===== config.mk =====
export PLATFORM = sky130hd
export DESIGN_NAME = la_host_sequencer
export DESIGN_NICKNAME = d
export VERILOG_FILES = /design/src/rtl/bec_la_pkg.sv /design/src/rtl/la_seq_watchdog.sv /design/src/rtl/la_host_sequencer.sv
export SDC_FILE = /design/constraint.sdc
export NUM_CORES = 1
export LEC_CHECK = 0
export ABC_AREA = 1
export BUFFER_PORTS_ARGS = -buffer_cell sky130_fd_sc_hd__buf_2
export CAP_MARGIN = 20
export CORE_AREA = 10 10 222 224
export CTS_BUF_LIST = sky130_fd_sc_hd__clkbuf_4 sky130_fd_sc_hd__clkbuf_8
export DETAILED_ROUTE_END_ITERATION = 16
export DIE_AREA = 0 0 232 234
export MAX_ROUTING_LAYER = met4
export SYNTH_ARGS = -nofsm -noshare
export SYNTH_HDL_FRONTEND = slang
export SYNTH_SLANG_ARGS = --single-unit
export TNS_END_PERCENT = 100

===== constraint.sdc =====
create_clock -name wb_clk_i -period 10 [get_ports wb_clk_i]
set_input_delay 0.5 -clock wb_clk_i [delete_from_list [all_inputs] [get_ports wb_clk_i]]
set_output_delay 0.5 -clock wb_clk_i [all_outputs]
set_load 0.1 [all_outputs]

===== src/rtl/bec_la_pkg.sv =====
// Shared constants, state encoding and command-word helpers for the BEC LA host sequencer.
package bec_la_pkg;

  localparam int unsigned OpW       = 163;
  localparam int unsigned NumOps    = 7;
  localparam int unsigned CmdW      = 128;
  localparam int unsigned TagW      = 14;
  localparam int unsigned PayW      = 82;
  localparam int unsigned HiW       = 81;
  localparam int unsigned LoW       = 82;

  localparam int unsigned OpcLsb    = 16;
  localparam int unsigned OpcMsb    = 31;
  localparam int unsigned TagLsb    = 82;
  localparam int unsigned TagMsb    = 95;
  localparam int unsigned PayMsb    = 81;

  localparam logic [15:0] OpcLoad    = 16'hAB30;
  localparam logic [15:0] OpcStart   = 16'hAB41;
  localparam logic [15:0] OpcRdHi    = 16'hAB08;
  localparam logic [15:0] OpcRdLo    = 16'hAB0C;
  localparam logic [15:0] OpcRelease = 16'hAB50;

  localparam logic [5:0] StsLoadDone = 6'b011110;
  localparam logic [5:0] StsStartAck = 6'b100111;
  localparam logic [7:0] StsRdHi     = 8'hCC;
  localparam logic [7:0] StsRdLo     = 8'hD0;

  localparam logic [3:0] LastHalf    = 4'd13;

  typedef enum logic [2:0] {
    StIdle, StLoad, StStart, StRdHi, StRdLo, StRelease, StResult, StErr
  } seq_state_e;

  // Thermometer tag with h+1 ones.
  function automatic logic [TagW-1:0] half_tag(input logic [3:0] h);
    logic [TagW-1:0] t;
    t = '0;
    for (int i = 0; i < int'(TagW); i++) t[i] = (i <= int'(h));
    return t;
  endfunction

  // The payload field overlaps the opcode field; both are OR-merged into the word.
  function automatic logic [CmdW-1:0] make_cmd(input logic [15:0] opc,
                                               input logic [TagW-1:0] tag,
                                               input logic [PayW-1:0] pay);
    logic [CmdW-1:0] c;
    c = '0;
    c[PayMsb:0] = pay;
    c[OpcMsb:OpcLsb] = c[OpcMsb:OpcLsb] | opc;
    c[TagMsb:TagLsb] = tag;
    return c;
  endfunction

endpackage


===== src/rtl/la_seq_watchdog.sv =====
// Wait-state cycle counter with expiry flag; cleared whenever the sequencer makes progress.
module la_seq_watchdog #(
  parameter int unsigned TIMEOUT_CYCLES = 4096
) (
  input  logic clk_i,
  input  logic rst_i,
  input  logic clr_i,
  input  logic en_i,
  output logic expired_o
);

  localparam int unsigned CntW = $clog2(TIMEOUT_CYCLES + 1);

  logic [CntW-1:0] cnt_q;

  always_ff @(posedge clk_i or posedge rst_i) begin
    if (rst_i) begin
      cnt_q <= '0;
    end else if (clr_i) begin
      cnt_q <= '0;
    end else if (en_i && !expired_o) begin
      cnt_q <= cnt_q + 1'b1;
    end
  end

  assign expired_o = en_i && (cnt_q == CntW'(TIMEOUT_CYCLES - 1));

endmodule


===== src/rtl/la_host_sequencer.sv =====
// Host sequencer driving the BEC controller LA port: load 7 operands, compute, read result.
// Optional wait-state timeout enabled by defining LA_SEQ_TIMEOUT_EN.
module la_host_sequencer
  import bec_la_pkg::*;
#(
  parameter int unsigned TIMEOUT_CYCLES = 4096
) (
  input  logic             wb_clk_i,
  input  logic             wb_rst_i,
  input  logic             start,
  input  logic             op_valid,
  output logic             op_ready,
  input  logic [OpW-1:0]   op_data,
  output logic [CmdW-1:0]  la_cmd,
  input  logic [CmdW-1:0]  la_status,
  output logic             res_valid,
  input  logic             res_ready,
  output logic [OpW-1:0]   res_data,
  output logic             busy,
  output logic             err
);

  seq_state_e      state_q, state_d;
  logic [3:0]      h_q, h_d;
  logic            have_op_q, have_op_d;
  logic [LoW-1:0]  lo_q, lo_d;
  logic [OpW-1:0]  res_q, res_d;
  logic [CmdW-1:0] la_cmd_q, la_cmd_d;
  logic            echo_ok;
  logic            expired;

  logic unused_status;
  assign unused_status = ^{la_status[119:114], la_status[31:0]};

  always_ff @(posedge wb_clk_i or posedge wb_rst_i) begin
    if (wb_rst_i) begin
      state_q   <= StIdle;
      h_q       <= '0;
      have_op_q <= 1'b0;
      lo_q      <= '0;
      res_q     <= '0;
      la_cmd_q  <= '0;
    end else begin
      state_q   <= state_d;
      h_q       <= h_d;
      have_op_q <= have_op_d;
      lo_q      <= lo_d;
      res_q     <= res_d;
      la_cmd_q  <= la_cmd_d;
    end
  end

  // The last half is acknowledged with a distinct 6-bit code rather than a count.
  assign echo_ok = (h_q == LastHalf) ? (la_status[127:122] == StsLoadDone)
                                     : (la_status[125:122] == h_q + 4'd1);

  always_comb begin
    state_d   = state_q;
    h_d       = h_q;
    have_op_d = have_op_q;
    lo_d      = lo_q;
    res_d     = res_q;
    la_cmd_d  = la_cmd_q;
    unique case (state_q)
      StIdle, StErr: begin
        if (start) begin
          state_d   = StLoad;
          h_d       = '0;
          have_op_d = 1'b0;
          la_cmd_d  = '0;
        end
      end
      StLoad: begin
        if (!have_op_q) begin
          if (op_valid) begin
            have_op_d = 1'b1;
            lo_d      = op_data[LoW-1:0];
            la_cmd_d  = make_cmd(OpcLoad, half_tag(h_q), {1'b0, op_data[OpW-1:LoW]});
          end
        end else if (echo_ok) begin
          if (h_q == LastHalf) begin
            state_d  = StStart;
            la_cmd_d = make_cmd(OpcStart, '1, '0);
          end else begin
            h_d = h_q + 4'd1;
            if (!h_q[0]) begin
              la_cmd_d = make_cmd(OpcLoad, half_tag(h_q + 4'd1), lo_q);
            end else begin
              // Next even half needs a fresh operand; la_cmd holds until it arrives.
              have_op_d = 1'b0;
            end
          end
        end else if (expired) begin
          state_d  = StErr;
          la_cmd_d = '0;
        end
      end
      StStart: begin
        if (la_status[127:122] == StsStartAck) begin
          state_d  = StRdHi;
          la_cmd_d = make_cmd(OpcRdHi, '0, '0);
        end else if (expired) begin
          state_d  = StErr;
          la_cmd_d = '0;
        end
      end
      StRdHi: begin
        if (la_status[127:120] == StsRdHi) begin
          state_d              = StRdLo;
          res_d[OpW-1:LoW]     = la_status[112:32];
          la_cmd_d             = make_cmd(OpcRdLo, '0, '0);
        end else if (expired) begin
          state_d  = StErr;
          la_cmd_d = '0;
        end
      end
      StRdLo: begin
        if (la_status[127:120] == StsRdLo) begin
          state_d          = StRelease;
          res_d[LoW-1:0]   = la_status[113:32];
          la_cmd_d         = make_cmd(OpcRelease, '0, '0);
        end else if (expired) begin
          state_d  = StErr;
          la_cmd_d = '0;
        end
      end
      StRelease: begin
        if (la_status[127:122] == 6'b000000) begin
          state_d  = StResult;
          la_cmd_d = '0;
        end else if (expired) begin
          state_d  = StErr;
          la_cmd_d = '0;
        end
      end
      StResult: begin
        if (res_ready) state_d = StIdle;
      end
      default: begin
        state_d  = StIdle;
        la_cmd_d = '0;
      end
    endcase
  end

`ifdef LA_SEQ_TIMEOUT_EN
  logic waiting;
  logic wd_clr;

  assign waiting = ((state_q == StLoad) && have_op_q) ||
                   (state_q inside {StStart, StRdHi, StRdLo, StRelease});
  assign wd_clr  = (state_d != state_q) || (h_d != h_q) || !waiting;

  la_seq_watchdog #(
    .TIMEOUT_CYCLES (TIMEOUT_CYCLES)
  ) u_watchdog (
    .clk_i     (wb_clk_i),
    .rst_i     (wb_rst_i),
    .clr_i     (wd_clr),
    .en_i      (waiting),
    .expired_o (expired)
  );

  assign err = (state_q == StErr);
`else
  logic unused_timeout;
  assign unused_timeout = ^TIMEOUT_CYCLES;
  assign expired        = 1'b0;
  assign err            = 1'b0;
`endif

  assign op_ready  = (state_q == StLoad) && !have_op_q;
  assign busy      = !(state_q inside {StIdle, StErr});
  assign res_valid = (state_q == StResult);
  assign res_data  = res_q;
  assign la_cmd    = la_cmd_q;

endmodule


# Word-level counts from Yosys, hierarchy flattened
# Cells that the tools add are included.
[classes] div=0 n_shift=0 n_eq_ne=26 bitwise=1 reduce_logical=16 muxes=34 order_cmp=26 add_sub_neg=1 multipliers=0
[ops] cell="$mux 128" count=10
[ops] cell="$pmux 128 s6" count=1
[ops] cell="$le 4x4->1 const A" count=12
[ops] cell="$le 3x4->1 const A" count=8
[ops] cell="$mux 3" count=9
[ops] cell="$pmux 3 s7" count=1
[ops] cell="$ne 2x2->1 const B" count=9
[ops] cell="$reduce_and 9->1" count=2
[ops] cell="$eq 8x8->1 const B" count=2
[ops] cell="$le 2x4->1 const A" count=4
[ops] cell="$mux 4" count=4
[ops] cell="$eq 3x3->1 const B" count=4
[ops] cell="$le 1x4->1 const A" count=2
[ops] cell="$pmux 4 s2" count=1
[ops] cell="$mux 1" count=7
[ops] cell="$eq 3x2->1 const B" count=2
[ops] cell="$eq 6x5->1 const B" count=1
[ops] cell="$eq 6x6->1 const B" count=1
[ops] cell="$logic_not 6->1" count=1
[ops] cell="$ne 3x3->1 const B" count=2
[ops] cell="$reduce_and 2->1" count=3
[ops] cell="$reduce_bool 6->1" count=1
[ops] cell="$reduce_and 5->1" count=1
[ops] cell="$add 4x1->4 const B" count=1
[ops] cell="other kinds (13)" count=15
[word_totals] latchBits=0 n_memories=0 mem_bits_rw=0 in_bits=296 reg_bits=381 output_inout_bits=295 mem_bits_ro=0 elab_cells=111

# Depth between registers and ports, before layout
# Gate-level depths: netlist (run 1).
[depth] ltp_word=7 depth_mapped=15 ltp_nobuf=12

# Least setup slack after synthesis (run 1)
# No wires, ideal clock.
[synth_path] path_kind="register -> output" start="reg state_q[2]" end="out op_ready" stages_incl_launch_ff=7 arrival_time_ns=1.968 required_time_ns=9.500 n_path_buf=3 setup_slack_ns=7.532 path_cell_list="dfrtp_1 buf_2 inv_2 nand3_2 nor2_1 buf_2 clkbuf_1"
[synth_between] elab_chain_len=2
[synth_rtl] element="start: declaration" line="la_host_sequencer.sv:23" text="seq_state_e state_q, state_d;"
[synth_rtl] element="start signal: assignment" line="la_host_sequencer.sv:37" text="state_q <= StIdle;"
[synth_rtl] element="start signal: assignment" line="la_host_sequencer.sv:44" text="state_q <= state_d;"
[synth_rtl] element="$eq 3x1->1" line="la_host_sequencer.sv:172" text="assign op_ready = (state_q == StLoad) && !have_op_q;"
[synth_rtl] element="$logic_and 1x1->1" line="la_host_sequencer.sv:172"
[synth_rtl] element="end: declaration" line="la_host_sequencer.sv:12" text="output logic op_ready,"
# No other way between the ends.

# Worst setup path after layout (run 1)
[layout_path] start="reg have_op_q" end="reg la_cmd_q[15], in the netlist la_cmd[15]"
[layout_between] elab_chain_len=2 word_cells_on_any_way=6 cone_classes="3 x eq/ne; 2 x mux; 1 x reduce/logical"
[layout_rtl] element="start: declaration" line="la_host_sequencer.sv:25" text="logic have_op_q, have_op_d;"
[layout_rtl] element="start signal: assignment" line="la_host_sequencer.sv:46" text="have_op_q <= have_op_d;"
[layout_rtl] element="$ne 4x4->1 (no source line), or another cell as far along"
[layout_rtl] element="$reduce_and 9->1 (no source line) / $pmux 128 s6 (equally long branches)"
[layout_rtl] element="end signal: assignment" line="la_host_sequencer.sv:49" text="la_cmd_q <= la_cmd_d;"
[layout_rtl] element="end: declaration" line="la_host_sequencer.sv:28" text="logic [CmdW-1:0] la_cmd_q, la_cmd_d;"
# Several ways; a longest one is shown, not always the timed one.
# A chain may end at the register's enable or synchronous reset.

==> qor.yml, run 1 <==
vias: 12900
crit_slowest_cell: "dfrtp_1"
worstReg2RegEnd: "la_cmd[15]$_DFFE_PP0P_"
max_freq_mhz: 294
io_pins: 591
instances_no_fill: 2829
irDropWorstVdd_mv: 0.298
grt_max_degree: 169
layout_setup_ws_ns: 6.59
cts_tree: "yes"
whs_ns: 0.0777
start_util: 0.332
placedCellCount: 2704
cts_root_buf: "clkbuf_8"
rows: 78
syn_area_per_cell_um2: 8.83
switching_share: 0.511
dp_slack_ns: 6.58
synth.cell_area_um2: 14900
port_buffers: 505
power_frac_comb: 0.479
vias_per_cell: 4.55
max_slew.worst_pin.slew_ns: 1.04
hold_viol: 0
synthDistinctLibCells: 36
drc: 0
min_path_cells: 2
status: "complete, no violations"
start_kind: "register"
clockBufferDepth: 3
cpMostUsedCell: "nand2_1"
cp_num_buf_inv: 3
cp.required_ns: 10.55
syn_inst: 1688
post-route-period-util: 0.341
die_h_um: 234
cts_setup_buffers: 0
fin_util: 0.424
areaGrowthSynthToFinish_pct: 27.7
yosysWarnings: 0
numCtsBuffers: 59
ys_async_sr_fraction: 1.00
skew_ns: 0.0418
placed_cell_area_um2: 17600
drive_above_1_share: 0.323
synth-edff-count: 0
die_x_um: 232
setup_viol: 0
power_frac_clock: 0.216
dieArea_um2: 54300
post-route-min-period_ns: 3.41
grt_pass1_vias: 13300
htreeDepth: 2
seq_area_frac_synth: 0.568
gp_congestion: 0.875
final_antenna_net_count: 0
clkTransAtPathRegs_ns: 0.06
reg2reg_depth: 9
power_mw: 6.21
fin_nets: 2471
drtIter0Drc: 912
ctsResizeCount: 0
synth_flop_cell: "dfrtp_1"
powerDensity_nw_per_um2: 326
antenna_found_initial: 16
track_usage: 0.187
leakage_nw: 10.9
relSlewSlack: 0.308
cts.sinks: 338
seq_power_share: 0.305
core-area_um2: 44900
clkLatencyLatePin_ns: 0.65
hp-class: "primary input to register"
grt_overflow: 0
wl_per_cell_um: 18.2
drt_pass1_iterations: 5
setup_tns_ns: 0
power_switching_mw: 3.17
routed_wl_um: 51400
worstPathCellList: "clkinv_1 > nor2_1 > nand2_2 > inv_2 > buf_4 > nand2_1 > nand2_1 > nand3_1 > nand2_1"
slew_viol_final: 0
grt_pass1_wl_um: 77200
path_max_fanout: 38
final_area_um2: 19000
grt_setup_unrepaired: "no"
dp_hpwl_um: 36800
holdPathEnd: "lo_q[12]$_DFFE_PP0P_"
internal-power_mw: 3.04
r2r_setup_slack_ns: 6.59
path_class: "register to register"
critPathCaptureType: "register"
path_delay_family: "buffers and inverters"
ys_ff_latch: 338
arrival_ns: 3.96
cap_violations: 0
r2r_start: "have_op_q$_DFFE_PP0P_"
critPathMaxStageDelay_ns: 0.74
worstHoldStart: "op_data[12]"
nFillCells: 4618
==> how the worst max path moves through the flow <==
stage / startpoint / end / cells after the start
final: have_op_q$_DFFE_PP0P_ / la_cmd[15]$_DFFE_PP0P_ / 9
after global routing: have_op_q$_DFFE_PP0P_ / la_cmd[28]$_DFFE_PP0P_ / 9
after CTS: h_q[0]$_DFFE_PP0P_ / la_cmd[38]$_DFFE_PP0P_ / 12
after detailed placement: have_op_q$_DFFE_PP0P_ / la_cmd[38]$_DFFE_PP0P_ / 9
after global placement: h_q[0]$_DFFE_PP0P_ / la_cmd[38]$_DFFE_PP0P_ / 12
after floorplan: wb_rst_i / h_q[0]$_DFFE_PP0P_ / 1
==> final cells by class <==
| cell class | count | area, um^2 | share of cell area |
|---|---|---|---|
| antenna | 17 | 42.5 | 0.00224 |
| clock buffer | 94 | 1170 | 0.0617 |
| clock inverter | 8 | 82.6 | 0.00434 |
| inverter | 126 | 480 | 0.0253 |
| multi-input combinational | 1124 | 5340 | 0.281 |
| sequential | 338 | 8460 | 0.445 |
| tap | 600 | 751 | 0.0395 |
| timing repair buffer | 522 | 2700 | 0.142 |
==> cells in the mapped netlist (2+ instances only) <==
library cell  count  area [um^2]
nand2_1         628         2360
dfrtp_1         338         8460
o21ai_0         180          901
inv_1           117          439
nand3_1         108          541
mux2_2           69          777
nor2_1           49          184
buf_2            47          235
buf_4            44          330
clkbuf_1         24         90.1
a21oi_1          16         80.1
buf_6            12          135
inv_2             8         30.0
nand3b_1          7         52.6
nand4_1           6         37.5
nand2_2           5         31.3
buf_1             4         15.0
ha_1              4         50.1
a31oi_1           2         12.5
nand3_2           2         20.0
nor2_2            2         12.5
nor3_1            2         10.0
==> power by group through the flow <==
stage	combinational, mW	clock (mW)	sequential, mW
finish	2.98	1.34	1.89
global route	3.16	1.45	1.93
CTS	2.98	1.39	1.89
detailed placement	2.97	0	1.91
global placement	2.95	0	1.90
floorplan	1.21	0	3.13
==> sequential cells by signal (all words and copies together), names as in the netlist <==
signal,count
h_q,4
have_op_q,1
la_cmd,92
lo_q,75
res_data,163
state_q,3
==> cells by family (layout without fill, tap and decap cells) <==
group | count (synthesis) | in the layout | synth area share
buf+inv | 258 | 750 | 0.0862
flops | 338 | 338 | 0.568
other cells | 1 | 50 | 0.000252
fa+ha+maj | 4 | 4 | 0.00336
simple gates | 812 | 812 | 0.220
mux | 69 | 69 | 0.0522
compound gates | 206 | 206 | 0.0705
==> placed cells by master, fill, tap and decap left out, types with 2 or more instances in the layout <==
cell type | Yosys | final
buf_2 | 47 | 505
a21oi_1 | 16 | 16
nor3_1 | 2 | 2
nand2_4 | 1 | 3
buf_4 | 44 | 10
nand3_1 | 108 | 106
inv_1 | 117 | 116
conb_1 | 1 | 33
clkbuf_8 | 0 | 75
nand3b_1 | 7 | 7
inv_2 | 8 | 8
dfrtp_1 | 338 | 338
dlygate4sd3_1 | 0 | 5
nor2_4 | 1 | 3
diode_2 | 0 | 17
nand3_4 | 0 | 3
clkbuf_4 | 0 | 19
nor2_2 | 2 | 2
nand2_1 | 628 | 626
nor2_1 | 49 | 47
a31oi_1 | 2 | 2
o21ai_0 | 180 | 180
clkinv_2 | 0 | 4
nand2_2 | 5 | 5
nand4_1 | 6 | 6
ha_1 | 4 | 4
mux2_2 | 69 | 69
==> layer usage <==
layer	track usage	wire length [um]	up-vias
li1	-	-	6259
met1	0.215	20300	5993
met2	0.290	23800	553
met3	0.0835	5990	76
met4	0.0582	1250	0
met5	-	0	-
==> repair_timing <==
item,in CTS,in global routing
endpoints found under the hold margin,5,0
endpoints found under the setup margin,0,0
hold buffers,5,0
(Power assumes the default switching activity.)
==> run 2: changes to the inputs <==
Settings changed: ABC_AREA 1 to 0, CORE_AREA 10 10 222 224 to 10 10 221 223, DIE_AREA 0 0 232 234 to 0 0 231 233.
Clock period 10 ns to 3.2 ns, I/O delays scaled along.
==> run 2 against run 1 <==
Effect of this change: synthesized area is 1.0% lower; sequential cell count stayed put; die area is 0.86% lower; combinational power grew to 3.8 times the previous value; final area is 14% higher; critical path depth is 1 higher; clock-buffer cell count is 11 lower; first-iteration DRC count is 40% lower; hold slack worse by 0.018 ns; sequential share of layout area is 5.5 points lower; non-clock buffer count is 254 higher; critical path type unchanged; largest cell class unchanged; largest power group unchanged.
==> qor.yml, run 2 <==
relSlewSlack: 0.360
htreeDepth: 2
track_usage: 0.183
start_kind: "register"
final_common_cell: "buf_2"
final_antenna_net_count: 0
reg2reg_depth: 10
synth.cell_area_um2: 14700
min_path_cells: 4
grt_util_met3: 0.0679
startpoint: "h_q[0]$_DFFE_PP0P_"
hp-class: "primary input to register"
path_max_fanout: 21
status: "complete, no violations"
die_x_um: 231
numCtsBuffers: 59
seq_area_frac_synth: 0.574
synth_common_cells: "dfrtp_1 (338), mux2_2 (251), mux2_4 (75)"
dp_slack_ns: 0.289
grt_use_met1: 0.206
powerDensity_nw_per_um2: 1010
ys_ff_latch: 338
gp_congestion: 0.859
syn_area_per_cell_um2: 14.5
busiest_layer: "met2"
max_slew.worst_pin.slew_ns: 0.959
path_class: "register to register"
cts_setup_buffers: 0
start_util: 0.334
slew_viol_final: 0
final_area_um2: 21700
largest_reg_flops: 163
post-route-period-util: 0.929
yosysWarnings: 0
drtIter0Drc: 549
port_buffers: 505
clockBufferDepth: 3
placed_cell_area_um2: 18000
r2r_setup_slack_ns: 0.23
holdPathEnd: "la_cmd[18]$_DFFE_PP0P_"
io_pins: 591
setup_viol: 0
arrival_ns: 3.48
drc: 0
cp.required_ns: 3.71
clkTransAtPathRegs_ns: 0.06
yosysMostFrequentCell: "dfrtp_1"
power_mw: 22.0
grt_setup_unrepaired: "no"
ys_top_cells_by_area: "dfrtp_1 (57%), mux2_2 (19%), mux2_4 (7.6%)"
cts_root_buf: "clkbuf_8"
irDropWorstVdd_mv: 0.662
rows: 77
dp_hpwl_um: 34400
worstHoldStart: "op_data[100]"
syn_inst: 1014
hold_viol: 0
post-route-min-period_ns: 2.97
grt_pass1_vias: 12600
met2_usage: 0.295
r2r_start: "h_q[0]$_DFFE_PP0P_"
yosysTopAreaCellShare: 0.574
max_freq_mhz: 336
fin_nets: 2080
areaGrowthSynthToFinish_pct: 47.3
dieArea_um2: 53800
cts_tree: "yes"
synthDistinctLibCells: 55
wl_per_cell_um: 20.5
cap_violations: 0
die_h_um: 233
instances_no_fill: 2426
skew_ns: 0.0145
grt_pass1_wl_um: 75600
synth_top_cell_by_area: "dfrtp_1"
vias_per_cell: 4.75
cts.sinks: 338
worstReg2RegEnd: "la_cmd[38]$_DFFE_PP0P_"
drive_above_1_share: 0.542
placedCellCount: 2079
vias: 11500
drt_pass1_iterations: 4
clkLatencyLatePin_ns: 0.64
mostFrequentLayoutCells: "buf_2 (505), dfrtp_1 (338), mux2_2 (251), dlygate4sd3_1 (232), clkbuf_8 (79)"
synth-edff-count: 0
synth_flop_cell: "dfrtp_1"
ys_async_sr_fraction: 1.00
routed_wl_um: 49800
core-area_um2: 44100
layout_setup_ws_ns: 0.226
critPathCaptureType: "register"
grt_overflow: 0
grt_max_degree: 83
nFillCells: 3848
leakage_nw: 11.4
antenna_found_initial: 4
[run 2: cell types whose count changed in the layout (fill, tap and decap cells not counted), sizes merged, moves of 12 or more]
cell / previous run / this run
a22o: 0 / 73
buf: 517 / 544
clkinv: 6 / 21
diode: 17 / 5
dlygate4sd3: 5 / 232
inv: 126 / 12
mux2: 69 / 326
nand2: 634 / 22
nand3: 110 / 4
nor2: 52 / 19
o21ai: 181 / 17
[run 2: timing repair]
item                                   4_1_cts  5_1_grt
resized for setup                            0        0
endpoints found under the hold margin      334        0
hold buffers                               232        0
[run 2: final cells by class]
type / instances / area [um^2] / share of cell area
clock buffers: 83 / 1120 / 0.0514
multi-input cells: 592 / 5780 / 0.266
well taps: 592 / 741 / 0.0341
diodes: 5 / 12.5 / 0.000576
clock inverters: 27 / 267 / 0.0123
inverters: 13 / 52.6 / 0.00242
flip-flops and latches: 338 / 8460 / 0.389
repair buffers: 776 / 5290 / 0.244
[run 2: worst max-delay path by stage]
stage / endpoint / slack (ns)
2_1_floorplan: h_q[0]$_DFFE_PP0P_ / -1.48
3_3_place_gp: la_cmd[36]$_DFFE_PP0P_ / 0.27
3_5_place_dp: la_cmd[41]$_DFFE_PP0P_ / 0.29
4_1_cts: op_ready / 0.21
5_1_grt: la_cmd[42]$_DFFE_PP0P_ / 0.10
6_report: la_cmd[38]$_DFFE_PP0P_ / 0.23
[run 2: where the power goes]
part	total [mW]	internal, mW	switching (mW)	leakage (nW)
logic	11.4	3.97	7.43	6.32
clock network	4.56	2.67	1.90	0.740
registers	6.08	5.41	0.668	4.38
[run 2: critical path: stages (launching register included)]
cell,delay [ns]
dfrtp_1,0.45
inv_2,0.06
ha_1,0.33
xor2_1,0.16
o21ai_0,0.12
nor4b_2,0.32
nor3_1,0.14
a2111o_2,0.55
buf_12,0.19
buf_12,0.19
mux2_4,0.32
[run 2: metrics by stage]
stage               hold slack, ns   util  setup TNS [ns]
floorplan                    0.311      -         -499.76
global placement             0.391  0.408               0
detailed placement           0.396  0.408               0
CTS                        0.00453  0.492               0
global route                0.0299  0.492               0
finish                      0.0593  0.492               0
[run 2: routing by layer]
layer  vias to the layer above  wire length [um]
li1                       5148                 -
met4                         0              1210
met2                       510             24100
met3                        92              4620
met5                         -                 0
met1                      5776             19900
[run 2: kinds of logic (layout without fill, tap and decap cells)]
logic type | Yosys count | in the layout | synth area share
XOR/XNOR | 9 | 9 | 0.00628
AND/OR/NAND/NOR | 85 | 85 | 0.0307
AO/OA/AOI/OAI | 129 | 129 | 0.0691
flip-flops | 338 | 338 | 0.574
buffers and inverters | 116 | 899 | 0.0444
other | 1 | 38 | 0.000254
multiplexers | 332 | 332 | 0.272
adder cells (fa/ha/maj) | 4 | 4 | 0.00339
